`src/rtl/tri_stim_gen.sv`:
```
// Pseudo-random triangle source for the rasterizer R10 input interface, with backpressure.
// Optional stall counter port enabled by defining TRI_STIM_STALL_CNT_EN.
module tri_stim_gen #(
   parameter int unsigned SIGFIG      = 24,
   parameter int unsigned RADIX       = 10,
   parameter int unsigned VERTS       = 3,
   parameter int unsigned AXIS        = 3,
   parameter int unsigned COLORS      = 3,
   parameter int unsigned SCREEN_LOG2 = 9,
   parameter int unsigned NUM_TRI     = 16,
   parameter logic [31:0] SEED        = 32'hACE1_2B3D
) (
   input  logic                                           clk,
   input  logic                                           rst,
   input  logic                                           start_RnnH,
   input  logic                                           halt_RnnnnL,
   output logic signed [VERTS-1:0][AXIS-1:0][SIGFIG-1:0] tri_R10S,
   output logic        [COLORS-1:0][SIGFIG-1:0]           color_R10U,
   output logic                                           validTri_R10H,
   output logic                                           done_R10H,
   output logic        [31:0]                             tri_sent_R10U
`ifdef TRI_STIM_STALL_CNT_EN
   ,
   output logic        [31:0]                             stall_cnt_R10U
`endif
);

   localparam int unsigned NV        = VERTS * AXIS;
   localparam int unsigned G         = NV + COLORS;
   localparam int unsigned IW        = $clog2(G + 1);
   localparam int unsigned XYW       = RADIX + SCREEN_LOG2;
   localparam logic [31:0] LFSR_INIT = (SEED == 32'h0) ? 32'h1 : SEED;

   typedef enum logic [1:0] {StIdle, StGen, StSend, StDone} state_t;

   state_t            state_q;
   logic [31:0]       lfsr_q;
   logic [31:0]       lfsr_nxt;
   logic [IW-1:0]     idx_q;
   logic [31:0]       sent_inc;
   logic [SIGFIG-1:0] xy_word;
   logic [SIGFIG-1:0] z_word;
   logic [SIGFIG-1:0] col_word;

   assign lfsr_nxt = {1'b0, lfsr_q[31:1]} ^ (lfsr_q[0] ? 32'h8020_0003 : 32'h0);
   assign xy_word  = SIGFIG'(lfsr_nxt[XYW-1:0]);
   assign z_word   = {1'b0, lfsr_nxt[SIGFIG-2:0]};
   assign col_word = lfsr_nxt[SIGFIG-1:0];
   assign sent_inc = (tri_sent_R10U == 32'hFFFF_FFFF) ? tri_sent_R10U : tri_sent_R10U + 32'd1;

   always_ff @(posedge clk or posedge rst) begin
      if (rst) begin
         state_q       <= StIdle;
         lfsr_q        <= LFSR_INIT;
         idx_q         <= '0;
         tri_R10S      <= '0;
         color_R10U    <= '0;
         validTri_R10H <= 1'b0;
         done_R10H     <= 1'b0;
         tri_sent_R10U <= '0;
`ifdef TRI_STIM_STALL_CNT_EN
         stall_cnt_R10U <= '0;
`endif
      end else begin
         unique case (state_q)
            StIdle, StDone: begin
               if (start_RnnH) begin
                  tri_sent_R10U <= '0;
                  done_R10H     <= 1'b0;
                  idx_q         <= '0;
                  state_q       <= StGen;
`ifdef TRI_STIM_STALL_CNT_EN
                  stall_cnt_R10U <= '0;
`endif
               end
            end
            StGen: begin
               // One word per cycle: vertices in order, then colour channels.
               lfsr_q <= lfsr_nxt;
               for (int v = 0; v < VERTS; v++) begin
                  for (int a = 0; a < AXIS; a++) begin
                     if (idx_q == IW'(v * AXIS + a)) begin
                        tri_R10S[v][a] <= (a >= 2) ? z_word : xy_word;
                     end
                  end
               end
               for (int c = 0; c < COLORS; c++) begin
                  if (idx_q == IW'(NV + c)) color_R10U[c] <= col_word;
               end
               if (idx_q == IW'(G - 1)) begin
                  validTri_R10H <= 1'b1;
                  state_q       <= StSend;
               end else begin
                  idx_q <= idx_q + 1'b1;
               end
            end
            StSend: begin
               if (halt_RnnnnL) begin
                  validTri_R10H <= 1'b0;
                  tri_sent_R10U <= sent_inc;
                  idx_q         <= '0;
                  if ((NUM_TRI != 0) && (sent_inc == 32'(NUM_TRI))) begin
                     done_R10H <= 1'b1;
                     state_q   <= StDone;
                  end else begin
                     state_q <= StGen;
                  end
               end
`ifdef TRI_STIM_STALL_CNT_EN
               else if (stall_cnt_R10U != 32'hFFFF_FFFF) begin
                  stall_cnt_R10U <= stall_cnt_R10U + 32'd1;
               end
`endif
            end
            default: state_q <= StIdle;
         endcase
      end
   end

endmodule
```
`config.mk`:
```
export PLATFORM = sky130hd
export DESIGN_NAME = tri_stim_gen
export DESIGN_NICKNAME = d
export VERILOG_FILES = /design/src/rtl/tri_stim_gen.sv
export SDC_FILE = /design/constraint.sdc
export NUM_CORES = 1
export LEC_CHECK = 0
export CORE_MARGIN = 5
export CORE_UTILIZATION = 45
export CTS_CLUSTER_DIAMETER = 60
export DETAILED_ROUTE_END_ITERATION = 10
export HOLD_SLACK_MARGIN = 0.12
export MAX_ROUTING_LAYER = met4
export PLACE_DENSITY = 0.77
export SLEW_MARGIN = 20
export SYNTH_ARGS = -nofsm -noshare
export SYNTH_HDL_FRONTEND = slang
export SYNTH_SLANG_ARGS = --single-unit
```
`constraint.sdc`:
```
create_clock -name clk -period 10.47 [get_ports clk]
set_clock_uncertainty 0.2 [all_clocks]
set_input_delay 1.5705 -clock clk [delete_from_list [all_inputs] [get_ports clk]]
set_output_delay 1.5705 -clock clk [all_outputs]
set_load 0.005 [all_outputs]
```
# Word level (Yosys, flattened, before mapping)

Cells that the tools add are included.

Bits in latches: 0
Output and inout bits: 322
Bits in read-only memories: 0
Register bits after elaboration: 327
Memories: 0
Bits of input ports: 4
Memory bits (writable): 0

Div/mod/pow operators: 0
Shift operators: 0
Mux-type cells: 21
$mul: 0
Magnitude comparators: 0
Bitwise logic cells: 1
Equal/unequal tests: 21
Reductions and logical operators: 22
$add $sub $neg: 2

Operators with widths:

| kind                  | number |
|---|---|
| $mux 32               | 4 |
| $pmux 32 s2           | 1 |
| $add 32x1->32 const B | 1 |
| $eq 32x32->1 const B  | 1 |
| $eq 32x5->1 const B   | 1 |
| $xor 31x32->32        | 1 |
| $reduce_and 2->1      | 12 |
| $eq 4x3->1 const B    | 4 |
| $eq 4x4->1 const B    | 4 |
| $mux 4                | 3 |
| $pmux 4 s3            | 1 |
| $reduce_and 3->1      | 4 |
| $ne 2x2->1 const B    | 5 |
| $eq 4x2->1 const B    | 2 |
| $mux 2                | 4 |
| $pmux 2 s3            | 1 |
| $mux 1                | 5 |
| $add 4x1->4 const B   | 1 |
| $eq 2x2->1 const B    | 2 |
| $eq 4x1->1 const B    | 1 |
| $logic_not 4->1       | 1 |
| $pmux 1 s2            | 2 |
| $reduce_and 4->1      | 1 |
| $reduce_bool 2->1     | 2 |
| other kinds (3)       | 3 |

# Longest topological paths before layout

Depth after elaboration: 6
Gate-level depth with buffers: 11
Gate-level depth less buffers: 9

# Worst setup path before layout

OpenSTA, ideal clock, no wires.

Path type: input to register
From: input start_RnnH
To: register state_q[1]
Data arrival time: 2.645 ns
Library setup time: 0.077 ns
Stages: 6
Slack: 7.548 ns
Data required time: 10.193 ns
Cells stage by stage: o22ai_1 nor2_1 nand3_1 nor4_1 nand3_1 o21ai_1

Word-level cells in the longest chain between the ends: 2

RTL lines:

| element                    | RTL line | RTL |
|---|---|---|
| start, declared            | 15       | `input logic start_RnnH,` |
| $ne 2x2->1 (no line)       | --       |  |
| $reduce_and 3->1 (no line) | --       |  |
| end signal, assigned       | 53       | `state_q <= StIdle;` |
| end signal, assigned       | 71       | `state_q <= StGen;` |
| end signal, assigned       | 92       | `state_q <= StSend;` |
| end, declared              | 36       | `state_t state_q;` |

No other way between the ends.
A chain may end at the register's enable or synchronous reset.

# Worst setup path in the final report

From: register state_q[1]
To: register color_R10U[4] in the netlist's numbering

Word-level cells in the longest chain between the ends: 2

RTL lines:

| element                       | RTL line | RTL |
|---|---|---|
| $eq 2x1->1                    | 65       | `unique case (state_q)` |
| $reduce_and 2->1 (no line)    | --       |  |
| end signal, assigned by index | 88       | `if (idx_q == IW'(NV + c)) color_R10U[c] <= col_word;` |
| end, declared                 | 18       | `output logic [COLORS-1:0][SIGFIG-1:0] color_R10U,` |

No other way between the ends.

==> results by group <==
Outcome
  • Status: complete, no violations

Job
  • Max-cap violation count: 0

STA
  • Final worst path period share: 0.359
  • Slew HR: 0.321
  • RSZ-0062 raised after global routing: false
  • Worst setup margin: 6.71 ns
  • Fin. Hold Viols: 0
  • Final setup vio count: 0
  • Final Max Slew Viols: 0
  • F_max: 0.266 GHz
  • Min Tclk post-route: 3.76 ns
  • Setup TNS: 0 ns
  • Worst slew pin tran: 1.02 ns

Logic synthesis
  • Yosys warnings: 0
  • Post-synthesis compound-gate area fraction: 0.0601
  • Post-synth EDFFs: 0
  • Area of the mapped netlist: 13900 um2
  • FFs w/ async S/R, synth: 1.00
  • Largest family of logic cells by synthesized area: multiplexers
  • Synth Area in Simple Gates: 0.0904
  • Syn Inst Count: 1132
  • Register bit total from synthesis: 327
  • XOR/XNOR share of the synthesized area: 0.0139
  • Mux contribution to synthesized area: 0.192
  • Synth Flop Type: dfrtp_1
  • Adder-Cell Fraction of Synth Area: 0.00722
  • Sequential fraction of the synthesis area: 0.592
  • Synth Area per Inst: 12.2 um2
  • Yosys cell types: 60

Clocking
  • CTS tree: yes
  • Sink Count: 327
  • Max H-tree Level: 2
  • Hold_buf cts: 0
  • Clock tree root buffer cell: clkbuf_16
  • Post-cts sizing count: 0
  • Clock Latency Late Sink: 0.52 ns
  • Clock buffer depth: 3
  • Post-CTS setup buffers: 0
  • Num CTS Buffers: 36
  • Clock Pin Slew Worst Setup and Hold Paths: 0.06 ns

GRT
  • Number of antenna violations at the first check in global routing: 0
  • First-pass GRT wire length: 59400 um
  • All-Layer GR Usage: 0.227
  • Gr ovfl total: 0
  • Largest net degree at the start of global routing: 85
  • Vias in the first global route: 9998

Routing
  • Top layer in use: met4
  • Met3 wire length: 2390 um
  • Vias per std cell: 5.40
  • DRT iter0 DRCs: 639
  • Metal2 WL: 18900 um
  • Post-Route WL: 38800 um
  • Vias: 9803
  • Drt drc: 0
  • Routed Antenna Nets: 0
  • Routed WL per cell: 21.4 um
  • Pre-Repair DR Iteration Count: 5
  • Met1 wire length: 16300 um

Floorplan
  • Initial Util: 0.454
  • Die Span X: 186 um
  • Core area: 30500 um2
  • Die footprint: 34400 um2
  • Die height: 186 um
  • I/O pin count: 326
  • Cell Rows: 64

Final layout
  • Commonest non-fill, non-tap cell in the layout: dfrtp_1
  • Commonest cells after routing, fill and taps aside: dfrtp_1 (310), clkdlybuf4s50_1 (292), mux2_2 (233)
  • Final #Nets: 1405
  • Non-filler cells, final: 1816
  • Layout cells sized above 1: 0.241
  • Antenna diodes: 0
  • Area grow syn2layout: 31.0%

Placed design
  • Dpl cells: 1751
  • Port buffer count: 292
  • RD Place Congestion: 0.902
  • Post-DP HPWL: 26100 um
  • Setup WS pre-CTS: 5.89 ns

Pwr
  • Net Sw Frac: 0.308
  • VDD IR max: 124 uV
  • Power Internal: 3.54 mW
  • Static Leak: 8.05 nW
  • Clock share of power: 0.244
  • NetSw: 1.58 mW
  • Comb pwr share: 0.337
  • Reg power frac: 0.420
  • Power per Cell Area: 282 nW/um2

Critical path
  • Crit start category: flip-flop
  • CP peak stage delay: 0.86 ns
  • Slowest stage cell, crit path: ha_2
  • Crit-path cells: inv_1 > ha_2 > inv_1 > nor3_1 > nand2_2 > mux2_2
  • Worst Path Required: 10.67 ns
  • Signal arrival time at the worst endpoint: 3.96 ns
  • Critical path class: reg2reg
  • Setup crit end kind: flip-flop
  • CP max FO: 42
  • CP dominant cell by count: inv_1

Hold path
  • Worst Hold Class: reg2reg
-- power groups by stage --
| stage | Combinational (mW) | Sequential [mW] | Clock [mW] |
|---|---|---|---|
| 5_1_grt | 1.86 | 2.21 | 1.33 |
| 6_report | 1.72 | 2.15 | 1.25 |
| 2_1_floorplan | 0.810 | 2.01 | 0 |
| 4_1_cts | 1.75 | 2.15 | 1.27 |
| 3_3_place_gp | 1.68 | 2.14 | 0 |
| 3_5_place_dp | 1.73 | 2.16 | 0 |
-- through the flow --
stage                     power (mW)  cell area (um2)   util  hold WS, ns
after detailed placement        3.90            17000  0.556        0.263
final                           5.12            18200  0.595        0.276
after global routing            5.40            18200  0.595        0.296
after CTS                       5.17            18100  0.594        0.279
after floorplan                 2.82            14000      -        0.270
after global placement          3.82            16900  0.556        0.260
-- cell usage after synthesis (all sizes together), types with 2 or more instances --
library cell	count	area (um2)
a22o	4	35.0
a311oi	3	26.3
xor2	7	61.3
a2111oi	2	25.0
xnor2	15	131
nor4	4	40.0
inv	13	48.8
and2	9	58.8
nor3	13	65.1
nor4b	2	17.5
a21o	2	15.0
mux2i	4	40.0
nand4	17	113
buf	52	339
o211ai	2	15.0
o21ai	71	355
and4	4	35.0
nand3	23	120
dfstp	17	447
a21oi	28	140
or2	2	12.5
mux2	233	2620
clkbuf	60	225
a31oi	7	50.1
nor2	36	135
ha	8	100
dfrtp	310	7760
o31ai	9	67.6
and3	7	43.8
or3	3	18.8
or4	2	15.0
nand2	146	548
-- layout make-up --
type / instances / area, um2
Clock buffer: 51 / 1040
Clock inverter: 14 / 143
Fill cell: 2458 / 12300
Inverter: 13 / 52.6
Multi-Input combinational cell: 712 / 5220
Sequential cell: 327 / 8200
Tap cell: 396 / 495
Timing Repair Buffer: 303 / 3010
-- final timing paths --
check	startpoint	endpoint	slack, ns	depth (start not counted)
setup / recovery	state_q[1]	color_R10U[4]	6.71	6
hold / removal	color_R10U[64]	color_R10U[64]	0.28	2
setup reg to reg	state_q[1]	color_R10U[4]	6.71	6
hold reg to reg	color_R10U[64]	color_R10U[64]	0.28	2
max in group asynchronous	rst	tri_R10S[86]	6.82	4
min in group asynchronous	rst	tri_R10S[194]	1.26	2
-- flip-flops by register name, indices dropped and copies added (netlist names) --
signal         count
lfsr_q            32
tri_sent_R10U     32
state_q            2
validTri_R10H      1
done_R10H          1
idx_q              4
tri_R10S         183
color_R10U        72
-- logic make-up (layout without fill, tap and decap cells) --
family | Yosys count | count (layout)
other cells | 1 | 33
flops | 327 | 327
simple gates | 272 | 272
compound gates | 140 | 140
mux | 237 | 237
buf+inv | 125 | 381
fa+ha+maj | 8 | 8
xor+xnor | 22 | 22
-- metal layers --
metal,global-route usage,vias up
li1,-,4388
met1,0.302,4966
met2,0.367,382
met3,0.0340,67
met4,0.0688,0
met5,-,-
-- critical path: cells and delay by family, from the launching register on --
family / cells / cell delay, ns
buffers and inverters: 2 / 0.45
adder cells (fa/ha/maj): 1 / 0.86
multiplexers: 1 / 0.52
flip-flops: 1 / 0.41
AND/OR/NAND/NOR: 2 / 1.18
Note: power is estimated with default switching activity, not from simulation.
